<file path="config.mk">
export PLATFORM = sky130hd
export DESIGN_NAME = m_fetch_queue_flat
export DESIGN_NICKNAME = d
export VERILOG_FILES = /design/src/rtl/m_fetch_queue_pkg.sv /design/src/rtl/m_fetch_queue_if.sv /design/src/rtl/m_fetch_queue.sv /design/src/flat_wrapper.sv
export SDC_FILE = /design/constraint.sdc
export NUM_CORES = 1
export LEC_CHECK = 0
export BUFFER_PORTS_ARGS = -buffer_cell sky130_fd_sc_hd__buf_2
export CORE_AREA = 3 3 111 135
export CTS_CLUSTER_DIAMETER = 30
export DETAILED_ROUTE_END_ITERATION = 6
export DIE_AREA = 0 0 114 138
export PLACE_DENSITY = 0.86
export SYNTH_ARGS = -nofsm -noshare
export SYNTH_HDL_FRONTEND = slang
export SYNTH_SLANG_ARGS = --single-unit
</file>
<file path="constraint.sdc">
create_clock -name w_clk -period 7.8 [get_ports w_clk]
set_clock_uncertainty 0.1 [all_clocks]
set_input_delay 0.39 -clock w_clk [delete_from_list [all_inputs] [get_ports w_clk]]
set_output_delay 0.39 -clock w_clk [all_outputs]
set_load 0.005 [all_outputs]
</file>
<file path="src/rtl/m_fetch_queue_pkg.sv">
// Shared processor constants used by the fetch queue and the surrounding pipeline.
// Holds the NOP encoding, the default word-address width and branch opcodes.
package m_fetch_queue_pkg;

    localparam int          AW_DEFAULT = 11;
    localparam logic [31:0] NOP_IR     = 32'h0000_0020;
    localparam logic [5:0]  OP_BEQ     = 6'b000100;
    localparam logic [5:0]  OP_BNE     = 6'b000101;

    function automatic logic is_cond_branch(input logic [31:0] ir);
        return (ir[31:26] == OP_BEQ) || (ir[31:26] == OP_BNE);
    endfunction

endpackage

</file>
<file path="src/rtl/m_fetch_queue_if.sv">
// Handshake bundle between IF (master side) and the fetch queue (slave side),
// including the queue's ID-facing head outputs and status counters.
interface m_fetch_queue_if #(
    parameter int AW    = m_fetch_queue_pkg::AW_DEFAULT,
    parameter int DEPTH = 4
);
    localparam int CW = $clog2(DEPTH) + 1;

    logic          w_flush;
    logic          w_in_valid;
    logic          w_in_ready;
    logic [AW-1:0] w_in_pc;
    logic [31:0]   w_in_ir;
    logic          w_in_pr;
    logic          w_out_valid;
    logic          w_out_ready;
    logic [AW-1:0] w_out_pc;
    logic [31:0]   w_out_ir;
    logic          w_out_pr;
    logic [CW-1:0] w_count;
    logic [7:0]    w_flush_cnt;

    modport master (
        output w_flush, w_in_valid, w_in_pc, w_in_ir, w_in_pr, w_out_ready,
        input  w_in_ready, w_out_valid, w_out_pc, w_out_ir, w_out_pr, w_count, w_flush_cnt
    );

    modport slave (
        input  w_flush, w_in_valid, w_in_pc, w_in_ir, w_in_pr, w_out_ready,
        output w_in_ready, w_out_valid, w_out_pc, w_out_ir, w_out_pr, w_count, w_flush_cnt
    );

endinterface

</file>
<file path="src/rtl/m_fetch_queue.sv">
// Instruction fetch queue between instruction memory and the ID pipe registers.
// Register-array FIFO of {pc, ir, pr}; an EX mispredict flush empties it in one cycle.
module m_fetch_queue
    import m_fetch_queue_pkg::*;
#(
    parameter int DEPTH = 4,
    parameter int AW    = AW_DEFAULT
) (
    input logic         w_clk,
    input logic         w_rst_n,
    m_fetch_queue_if.slave fq
);

    localparam int          PW   = $clog2(DEPTH);
    localparam logic [PW:0] FULL = (PW + 1)'(DEPTH);

    logic [PW-1:0] rd_ptr;
    logic [PW-1:0] wr_ptr;
    logic [PW:0]   count;
    logic [7:0]    flush_cnt;

    logic [AW-1:0] pc_mem [DEPTH];
    logic [31:0]   ir_mem [DEPTH];
    logic          pr_mem [DEPTH];

    logic do_enq;
    logic do_deq;
    logic out_valid;

    // Ready is gated by reset so it drops the instant reset asserts and rises right after release.
    assign out_valid = (count != '0);
    assign do_enq    = fq.w_in_valid && fq.w_in_ready;
    assign do_deq    = out_valid && fq.w_out_ready;

    assign fq.w_in_ready  = w_rst_n && (count < FULL) && !fq.w_flush;
    assign fq.w_out_valid = out_valid;
    assign fq.w_count     = count;
    assign fq.w_flush_cnt = flush_cnt;

    // Empty slots are masked so stale storage never reaches ID.
    assign fq.w_out_pc = out_valid ? pc_mem[rd_ptr] : '0;
    assign fq.w_out_ir = out_valid ? ir_mem[rd_ptr] : NOP_IR;
    assign fq.w_out_pr = out_valid ? pr_mem[rd_ptr] : 1'b0;

    always_ff @(posedge w_clk or negedge w_rst_n) begin
        if (!w_rst_n) begin
            rd_ptr    <= '0;
            wr_ptr    <= '0;
            count     <= '0;
            flush_cnt <= '0;
        end else if (fq.w_flush) begin
            rd_ptr <= '0;
            wr_ptr <= '0;
            count  <= '0;
            if ((count != '0) && (flush_cnt != 8'hFF)) begin
                flush_cnt <= flush_cnt + 8'd1;
            end
        end else begin
            if (do_enq) begin
                wr_ptr <= wr_ptr + PW'(1);
            end
            if (do_deq) begin
                rd_ptr <= rd_ptr + PW'(1);
            end
            if (do_enq && !do_deq) begin
                count <= count + (PW + 1)'(1);
            end else if (!do_enq && do_deq) begin
                count <= count - (PW + 1)'(1);
            end
        end
    end

    // Storage is not reset; do_enq already excludes flush and reset cycles.
    always_ff @(posedge w_clk) begin
        if (do_enq) begin
            pc_mem[wr_ptr] <= fq.w_in_pc;
            ir_mem[wr_ptr] <= fq.w_in_ir;
            pr_mem[wr_ptr] <= fq.w_in_pr;
        end
    end

endmodule

</file>
<file path="src/flat_wrapper.sv">
// flat-port wrapper written by rule: the top's interface ports become plain ports
module m_fetch_queue_flat import m_fetch_queue_pkg::*;
#(
    parameter int DEPTH = 4,
    parameter int AW    = AW_DEFAULT
)
  (w_clk, w_rst_n, fq_w_flush, fq_w_in_valid, fq_w_in_pc, fq_w_in_ir, fq_w_in_pr, fq_w_out_ready, fq_w_in_ready, fq_w_out_valid, fq_w_out_pc, fq_w_out_ir, fq_w_out_pr, fq_w_count, fq_w_flush_cnt);
  m_fetch_queue_if #(.AW(AW), .DEPTH(DEPTH)) fq_i ();
  input logic w_clk;
  input logic w_rst_n;
  input wire logic [$bits(fq_i.w_flush)-1:0] fq_w_flush;
  input wire logic [$bits(fq_i.w_in_valid)-1:0] fq_w_in_valid;
  input wire logic [$bits(fq_i.w_in_pc)-1:0] fq_w_in_pc;
  input wire logic [$bits(fq_i.w_in_ir)-1:0] fq_w_in_ir;
  input wire logic [$bits(fq_i.w_in_pr)-1:0] fq_w_in_pr;
  input wire logic [$bits(fq_i.w_out_ready)-1:0] fq_w_out_ready;
  output wire logic [$bits(fq_i.w_in_ready)-1:0] fq_w_in_ready;
  output wire logic [$bits(fq_i.w_out_valid)-1:0] fq_w_out_valid;
  output wire logic [$bits(fq_i.w_out_pc)-1:0] fq_w_out_pc;
  output wire logic [$bits(fq_i.w_out_ir)-1:0] fq_w_out_ir;
  output wire logic [$bits(fq_i.w_out_pr)-1:0] fq_w_out_pr;
  output wire logic [$bits(fq_i.w_count)-1:0] fq_w_count;
  output wire logic [$bits(fq_i.w_flush_cnt)-1:0] fq_w_flush_cnt;
  assign fq_i.w_flush = fq_w_flush;
  assign fq_i.w_in_valid = fq_w_in_valid;
  assign fq_i.w_in_pc = fq_w_in_pc;
  assign fq_i.w_in_ir = fq_w_in_ir;
  assign fq_i.w_in_pr = fq_w_in_pr;
  assign fq_i.w_out_ready = fq_w_out_ready;
  assign fq_w_in_ready = fq_i.w_in_ready;
  assign fq_w_out_valid = fq_i.w_out_valid;
  assign fq_w_out_pc = fq_i.w_out_pc;
  assign fq_w_out_ir = fq_i.w_out_ir;
  assign fq_w_out_pr = fq_i.w_out_pr;
  assign fq_w_count = fq_i.w_count;
  assign fq_w_flush_cnt = fq_i.w_flush_cnt;
  m_fetch_queue #(.DEPTH(DEPTH), .AW(AW)) u_core (.w_clk(w_clk), .w_rst_n(w_rst_n), .fq(fq_i));
endmodule
</file>
==> summary.md, run 1 <==
| Metric | Value |
|---|---|
| Status | finished, final reports clean |
| Worst Max-Slew Pin Slew | 1200 ps |
| Initial Util | 54.8% |
| Post-synth EDFFs | 176 |
| Synth Cell Area | 7540 sq um |
| Arrival time at the worst endpoint | 2860 ps |
| Cells after Synth | 367 |
| Relative slew slack | 19.7% |
| Post-synthesis compound-gate area fraction | 0.980% |
| Worst hold path class | input pin to register |
| Final #Nets | 531 |
| Hold Slack | 84.5 ps |
| Sequential Area | 5670 sq um |
| Cell chain of the critical path | dlygate4sd3_1 > buf_2 > nor4bb_1 > buf_4 > and2_2 |
| Worst r2r src | u_core.fq.w_count[2] |
| Final period demand of the worst path | 2940 ps |
| Final period util | 37.7% |
| RSZ-0062 raised after global routing | no |
| Largest net degree at the start of global routing | 47 |
| Leakage | 3.10 nW |
| Commonest non-fill, non-tap cell in the layout | edfxtp_1 |
| Leading area contributor after synthesis | edfxtp_1 |
| DRC | 0 |
| Clock Tree Root | clkbuf_16 |
| Die height | 138 microns |
| Top Ports | 106 |
| Vias | 3,797 |
| Worst path slowest cell | and2_2 |
| Top FF cell, synth | edfxtp_1 |
| Cell row count | 47 |
| Area Overhead vs Synth | 17.4% |
| Worst-path fanout max | 44 |
| CTS tree | built |
| Number of inserted diodes | 0 |
| Seq/Total Area, Yosys | 75.1% |
| Final setup fails | 0 |
| #FFs+latches synth | 191 |
| TritonCTS Buffers | 17 |
| Antenna-violating nets left | 0 |
| Average vias per placed instance | 5.75 |
| TritonCTS Sinks | 191 |
| Post-synthesis mux area share | 14.5% |
| Fin. Hold Viols | 0 |
| Port Buffers | 105 |
| Number of warning messages in the yosys log | 0 |
| Worst-path clk slew | 60 ps |
| DIE WIDTH | 114 microns |
| Filler Cell Count | 903 |
| Yosys cell types | 37 |
| Setup_tns | 0 ps |
| Total global routing track utilization | 19.3% |
| # H-tree levels | 4 |
| RePlAce Congestion | 0.807 |
| Initial DRC count | 327 |
| Max rail drop VDD | 217 uV |
| Detailed Route WL | 14,200 microns |
| Synth top area cells | edfxtp_1 (70%), mux4_2 (13%), dfrtp_1 (5.0%) |
| Area of the multi-input gates | 1770 sq um |
| First-pass GRT wire length | 22,800 microns |
| Avg Cell Area, Syn | 20.5 sq um |
| Post-Syn Nets | 422 |
| Crit-path max cell delay | 980 ps |
| Post-Route Utilization | 64.3% |
| Synth Area in Adders | 1.10% |
| Synth Area in XOR/XNOR | 0.465% |
| HP Start | fq_w_in_ir[10] |
| Worst-Skew Late Latency | 410 ps |
| CTS max path bufs | 2 |
| Routed len/inst | 21.5 microns |
| Synth top area share | 70.1% |
| First-pass DRT Iterations | 5 |
| FFs w/ async S/R, synth | 7.85% |
| HPWL Detailed | 8160 microns |
| Simple-Gate Fraction of Synth Area | 6.39% |
| Critical path launch point | w_rst_n |
| Largest family of logic cells by synthesized area | multiplexers |
| Max-cap violation count | 0 |
| GRT Residual Overflow | 0 |
| Reg2reg setup slack | 5250 ps |
| Die area | 15,700 sq um |
| Initial antenna violation count | 1 |
| PwrDens | 311 nW/um^2 |
| Post_cts resized | 0 |
| Max-slew violations | 0 |
| Setup crit end kind | register |
| Design Power | 2.75 mW |
| Vias in the first global route | 4,037 |
| Crit path kind | input pin to register |
| Fmax | 340 MHz |
| CORE AREA | 13,800 sq um |
| CP startpoint kind | input pin |
| Layout cells sized above 1 | 39.7% |
| Critical Path RT | 7730 ps |
| Most frequent cells in the layout | edfxtp_1 (176), buf_2 (105), mux4_2 (44), and2_1 (44), clkbuf_16 (17) |
## stage by stage
stage	std cells	worst slack, ps	area [sq um]
after floorplan	367	5150	7540
after global placement	627	5030	8200
after detailed placement	627	4990	8200
after CTS	660	4800	8840
after global routing	660	4660	8840
final	660	4860	8840
## sequential cells by signal, indices dropped and copies added (netlist names)
register / cells
u_core.fq.w_count: 3
u_core.pc_mem: 44
u_core.pr_mem: 4
u_core.rd_ptr: 2
u_core.ir_mem: 128
u_core.fq.w_flush_cnt: 8
u_core.wr_ptr: 2
## kinds of logic (layout without fill, tap and decap cells)
logic type,Yosys count,in the layout
flops,191,191
compound gates,9,9
simple gates,81,81
mux,53,53
xor+xnor,4,4
fa+ha+maj,6,6
buf+inv,23,145
## critical path, delay by kind of cell
kind | cells | cell delay [ps]
buffers and inverters | 3 | 1110
AND/OR/NAND/NOR | 2 | 1330
## cells in the mapped netlist, types with 2 or more instances
master / count
or4_1: 2
mux4_2: 44
nor3_1: 2
buf_4: 5
mux2_2: 8
xor2_1: 3
clkbuf_1: 7
inv_1: 5
o21ai_0: 2
nor2_1: 5
nand2b_1: 2
ha_1: 5
nand2_1: 8
buf_2: 5
dfrtp_1: 15
edfxtp_1: 176
and2_1: 48
nand3_1: 5
nor3b_1: 2
## what timing repair did
item,in CTS,in global routing
endpoints found under the hold margin,15,0
buffers inserted,0,0
hold buffers,1,0
## per-layer routing
layer | GRT usage, % | vias to the layer above | wire [microns]
li1 | - | 1684 | -
met1 | 24.3 | 1953 | 5400
met2 | 32.5 | 144 | 7750
met3 | 5.64 | 14 | 863
met4 | 5.75 | 2 | 159
met5 | 0 | - | 13
## worst paths after layout
check                      cells after the start                       end
setup reg to reg                               3      u_core.ir_mem[0][14]
hold / removal                                 1      u_core.ir_mem[0][10]
hold reg to reg                                1  u_core.fq.w_flush_cnt[0]
min in group asynchronous                      2  u_core.fq.w_flush_cnt[6]
setup / recovery                               5      u_core.ir_mem[0][14]
max in group asynchronous                      2          u_core.rd_ptr[0]
## area by class of cell
cell class,instances,area share [%]
Clock inverter,10,2.09
Tap cell,171,2.42
Clock buffer,22,5.02
Timing Repair Buffer,107,6.14
Sequential cell,191,64.1
Multi-Input combinational cell,153,20.0
Inverter,6,0.255
## power by group
part / leakage, nW / switching (mW) / internal, mW
registers: 1.78 / 0.0997 / 1.16
clock network: 0.304 / 0.346 / 0.570
logic: 1.02 / 0.257 / 0.319
No activity file was read; power rests on OpenSTA's default activity.
==> run 2: changes to the inputs <==
- ABC_AREA: not set -> 1
- CORE_AREA: 3 3 111 135 -> 3 3 113 136
- DIE_AREA: 0 0 114 138 -> 0 0 116 139
- clock period: 7.8 -> 3 ns (I/O delays scaled with it)
==> run 2 against run 1 <==
Net effect: total power rose to 2.6 times the previous value; via count is 40% higher; worst setup slack worse by 4600 ps; area after synthesis is 2.6% higher; first-iteration DRC count is 20% higher; wire length increased by 19%; final area is 6.6% higher; non-clock buffer count up 51; count of clock-buffer cells in the layout shrank 4; largest power group unchanged; critical endpoint is now fq_w_out_pc[1].
==> summary.md, run 2 <==
| Metric | Value |
|---|---|
| Yosys cell types | 31 |
| Total global routing track utilization | 21.2% |
| Die height | 139 microns |
| Final instance area | 9430 sq um |
| Worst-Skew Late Latency | 420 ps |
| Commonest non-fill, non-tap cell in the layout | nor2_1 |
| Avg Cell Area, Syn | 12.3 sq um |
| Worst Max-Slew Pin Slew | 925 ps |
| Largest net degree at the start of global routing | 90 |
| Fin. Hold Viols | 0 |
| First-pass DRT Iterations | 5 |
| Most frequent cells in the layout | nor2_1 (181), edfxtp_1 (176), buf_2 (105) |
| Cell chain of the critical path | buf_4 > nor2_1 > nor2_1 > o21ai_0 > a21oi_1 > buf_2 |
| Final worst slack | 243 ps |
| Leading area contributor after synthesis | edfxtp_1 |
| Top FF cell, synth | edfxtp_1 |
| Max-cap violation count | 0 |
| Post-Route Utilization | 66.0% |
| Most frequent cells after synthesis | nor2_1 (185), edfxtp_1 (176), o21ai_0 (85), a21oi_1 (45), nand2_1 (30) |
| Crit-path max cell delay | 730 ps |
| Seq/Total Area, Yosys | 73.2% |
| Relative slew slack | 38.2% |
| Fmax | 363 MHz |
| Filler Cell Count | 978 |
| Most frequent cell after synthesis | nor2_1 |
| PwrDens | 763 nW/um^2 |
| Worst-path fanout max | 50 |
| Detailed Route WL | 17,000 microns |
| Reg2reg setup slack | 1000 ps |
| Arrival time at the worst endpoint | 2510 ps |
| TritonCTS Sinks | 191 |
| Final period demand of the worst path | 2760 ps |
| Vias in the first global route | 5,320 |
| Setup WS pre-CTS | 741 ps |
| CTS tree | built |
| DIE WIDTH | 116 microns |
| Worst path most repeated cell | nor2_1 |
| GRT Residual Overflow | 0 |
| Initial antenna violation count | 0 |
| Cells after Synth | 631 |
| Max rail drop VDD | 496 uV |
| Design Power | 7.20 mW |
| Worst path slowest cell | dfrtp_4 |
| Critical Path RT | 2750 ps |
| Port Buffers | 105 |
| # H-tree levels | 4 |
| Average vias per placed instance | 5.52 |
| Top Ports | 106 |
| Routed len/inst | 17.6 microns |
| Area Overhead vs Synth | 22.0% |
| Antenna-violating nets left | 0 |
| Final setup fails | 0 |
| DRC | 0 |
| Post-synth EDFFs | 176 |
| CP startpoint kind | register |
| Post-Syn Nets | 686 |
| Number of inserted diodes | 0 |
| RSZ-0062 raised after global routing | no |
| #FFs+latches synth | 191 |
| Synth top area cells | edfxtp_1 (68%), nor2_1 (9.0%), o21ai_0 (5.5%) |
| Die area | 16,100 sq um |
| Vias | 5,312 |
| Crit path kind | register to primary output |
| Clock Tree Root | clkbuf_16 |
| TritonCTS Buffers | 17 |
| Cell row count | 48 |
| CTS max path bufs | 2 |
| Worst hold path class | input pin to asynchronous set/reset pin |
| Max FFs per register | 128 |
| Initial DRC count | 391 |
| Number of warning messages in the yosys log | 0 |
| Post-DP Area | 8370 sq um |
| R2r worst-path depth | 4 |
| Worst-path clk slew | 70 ps |
| Final #Nets | 830 |
| Status | finished, final reports clean |
| Initial Util | 54.1% |
| First-pass GRT wire length | 26,000 microns |
| Synth Cell Area | 7730 sq um |
| Synth top area share | 68.3% |
| CORE AREA | 14,300 sq um |
| HPWL Detailed | 9310 microns |
| Setup crit end kind | primary output |
| RePlAce Congestion | 0.801 |
| Biggest register | u_core.ir_mem |
| FFs w/ async S/R, synth | 7.85% |
| Final period util | 91.9% |
| Leakage | 3.52 nW |
| Layout cells sized above 1 | 20.9% |
| Max-slew violations | 0 |
[run 2: worst paths after layout]
path / from / end
max: u_core.rd_ptr[0] / fq_w_out_pc[1]
min: w_rst_n / u_core.fq.w_flush_cnt[5]
max reg2reg: u_core.fq.w_count[2] / u_core.ir_mem[1][4]
min reg2reg: u_core.fq.w_flush_cnt[1] / u_core.fq.w_flush_cnt[1]
max in group asynchronous: w_rst_n / u_core.rd_ptr[0]
min in group w_clk: fq_w_in_valid / u_core.wr_ptr[0]
[run 2: area by class of cell]
cell class / instances / area [sq um] / area share (%)
Multi-Input combinational cell: 386 / 1840 / 19.5
Timing Repair Buffer: 158 / 1040 / 11.0
Sequential cell: 191 / 5670 / 60.1
Inverter: 21 / 81.3 / 0.862
Clock inverter: 14 / 158 / 1.67
Clock buffer: 18 / 429 / 4.55
Tap cell: 175 / 219 / 2.32
[run 2: what timing repair did]
| action | in CTS | in global routing |
|---|---|---|
| gates resized for setup | 0 | 0 |
| buffers inserted | 0 | 0 |
| hold buffers | 47 | 0 |
| endpoints found under the hold margin | 195 | 0 |
| endpoints found under the setup margin | 0 | 0 |
[run 2: metrics by stage]
step                      hold WS (ps)  setup TNS, ps  std cells
final                             98.9              0        963
after detailed placement          6.32              0        884
after CTS                         90.6              0        963
after global placement            3.21              0        884
after floorplan                   -246         -23510        631
after global routing               112              0        963
[run 2: power breakdown]
part | leakage, nW | switching, mW | internal [mW]
Combinational | 1.47 | 1.16 | 0.681
Sequential | 1.78 | 0.131 | 3.03
Clock | 0.267 | 0.963 | 1.24
[run 2: per-layer routing]
layer	track usage [%]	up-vias	part of all wire (%)	wire length, microns
li1	-	2480	-	-
met4	11.9	0	2.9	499
met5	0	-	0	0
met3	5.02	41	6.7	1140
met2	33.6	250	51	8650
met1	26.6	2541	39	6670
[run 2: logic make-up (layout without fill, tap and decap cells)]
logic type	count (synthesis)	in the layout	synth area share [%]
compound gates	143	143	9.38
fa+ha+maj	6	6	1.07
buf+inv	54	211	3.43
xor+xnor	6	6	0.777
simple gates	231	231	12.2
flops	191	191	73.2
[run 2: critical path, delay by kind of cell, from the launching register on]
| kind | cells | cell delay, ps |
|---|---|---|
| flops | 1 | 730 |
| buf+inv | 2 | 700 |
| compound gates | 2 | 380 |
| simple gates | 2 | 260 |
==> run 3: changes to the inputs <==
==> constraint.sdc (replaced) <==
create_clock -name w_clk -period 3 [get_ports w_clk]
set_clock_uncertainty 0.1 [all_clocks]
set_input_delay 0 -clock w_clk [delete_from_list [all_inputs] [get_ports w_clk]]
set_output_delay 0 -clock w_clk [all_outputs]
set_load 0.005 [all_outputs]
==> run 3 against run 2 <==
Net effect: wire length shrank 5.6%; worst hold slack improved by 110 ps; via count down 2.1%; combinational power about the same; count of clock-buffer cells in the layout decreased by 1; sequential share of layout area hardly changed; critical path depth stayed put; largest power group unchanged; highest routed layer unchanged.
==> summary.md, run 3 (synthesis results as in run 2) <==
| Metric | Value |
|---|---|
| Routed len/inst | 16.6 microns |
| Initial DRC count | 550 |
| Vias in the first global route | 5,190 |
| Setup_tns | 0 ps |
| GRT Residual Overflow | 0 |
| Layout cells sized above 1 | 20.7% |
| Commonest non-fill, non-tap cell in the layout | nor2_1 |
| # H-tree levels | 4 |
| Largest net degree at the start of global routing | 90 |
| Post-Route Utilization | 66.0% |
| Final setup fails | 0 |
| Worst r2r src | u_core.rd_ptr[0] |
| Critical R2R Capture | u_core.rd_ptr[0] |
| Hold EP | u_core.ir_mem[1][13] |
| Relative slew slack | 41.1% |
| DRC | 0 |
| Max rail drop VDD | 433 uV |
| Port Buffers | 105 |
| Post_cts resized | 0 |
| Setup crit end kind | primary output |
| Worst Max-Slew Pin Slew | 882 ps |
| R2r worst-path depth | 3 |
| Average vias per placed instance | 5.38 |
| First-pass DRT Iterations | 5 |
| Postcts setup bufs | 0 |
| HPWL Detailed | 8820 microns |
| Fin cells | 966 |
| Worst hold path class | input pin to register |
| PwrDens | 750 nW/um^2 |
| Max FFs per register | 128 |
| Hold path cells | 2 |
| Final #Nets | 833 |
| Arrival time at the worst endpoint | 2500 ps |
| Worst-Skew Late Latency | 420 ps |
| First-pass GRT wire length | 24,700 microns |
| Antenna-violating nets left | 0 |
| Fin. Hold Viols | 0 |
| Design Power | 7.07 mW |
| Final period demand of the worst path | 2600 ps |
| Top Ports | 106 |
| Final period util | 86.6% |
| Critical Path RT | 2900 ps |
| Leakage | 3.53 nW |
| Max-slew violations | 0 |
| Worst-path fanout max | 48 |
| Reg2reg setup slack | 760 ps |
| Area Overhead vs Synth | 21.9% |
| Post-Place Cells | 884 |
| CORE AREA | 14,300 sq um |
| Cell row count | 48 |
| Max-cap violation count | 0 |
| Initial Util | 54.1% |
| Die height | 139 microns |
| Die area | 16,100 sq um |
| DIE WIDTH | 116 microns |
| Vias | 5,201 |
| TritonCTS Buffers | 17 |
| Clock Tree Root | clkbuf_16 |
| Crit path kind | register to primary output |
| Worst-path clk slew | 70 ps |
| Most frequent cells in the layout | nor2_1 (181), edfxtp_1 (176), buf_2 (105) |
| Status | finished, final reports clean |
| RSZ-0062 raised after global routing | no |
| Filler Cell Count | 940 |
| RePlAce Congestion | 0.830 |
| Biggest register | u_core.ir_mem |
| Hold Slack | 212 ps |
| HP Start | fq_w_in_ir[13] |
| CTS max path bufs | 2 |
| CTS tree | built |
| Initial antenna violation count | 0 |
| Detailed Route WL | 16,000 microns |
| Fmax | 385 MHz |
| Total global routing track utilization | 20.0% |
| CP startpoint kind | register |
| TritonCTS Sinks | 191 |
| Number of inserted diodes | 0 |
[run 3: metal layers]
layer  GRT usage, %  routed length, microns
met2           33.5                    8350
met5              0                       0
met3           5.67                    1240
met4           8.19                     339
met1           24.2                    6080
[run 3: worst max-delay path, stage by stage, from the launching register on]
cell and delay [ps]:
dfrtp_4 730, buf_4 520, nor2_1 120, nor2_1 130, o21ai_0 120, a21oi_1 260, buf_2 160
[run 3: what timing repair did]
| item | CTS | global route |
|---|---|---|
| endpoints found under the hold margin | 204 | 0 |
| setup endpoints to repair | 0 | 0 |
| hold buffers | 50 | 0 |
[run 3: report_power, final]
part	internal (mW)	switching, mW	leakage [nW]
logic	0.688	1.13	1.48
registers	3.03	0.127	1.78
clock network	1.09	1.01	0.264
[run 3: how the worst max path moves through the flow]
stage | cells past startpoint | endpoint | slack, ps | from
floorplan | 3 | u_core.ir_mem[0][0] | -130 | u_core.fq.w_count[2]
global placement | 6 | fq_w_out_pc[10] | 970 | u_core.rd_ptr[0]
detailed placement | 6 | fq_w_out_ir[29] | 940 | u_core.rd_ptr[0]
CTS | 6 | fq_w_out_ir[17] | 430 | u_core.rd_ptr[0]
global route | 6 | fq_w_out_ir[17] | 280 | u_core.rd_ptr[0]
finish | 6 | fq_w_out_ir[17] | 400 | u_core.rd_ptr[0]
[run 3: final cells by class]
class,instances,area [sq um],area share (%)
Clock inverter,15,128,1.35
Tap cell,175,219,2.32
Inverter,21,81.3,0.863
Timing Repair Buffer,161,1070,11.4
Sequential cell,191,5670,60.1
Multi-Input combinational cell,386,1840,19.5
Clock buffer,17,425,4.51
[run 3: stage by stage]
stage / worst slack (ps) / instance area, sq um
final: 402 / 9430
after detailed placement: 943 / 8370
after global routing: 280 / 9430
after floorplan: -134 / 7730
after CTS: 429 / 9430
after global placement: 974 / 8370
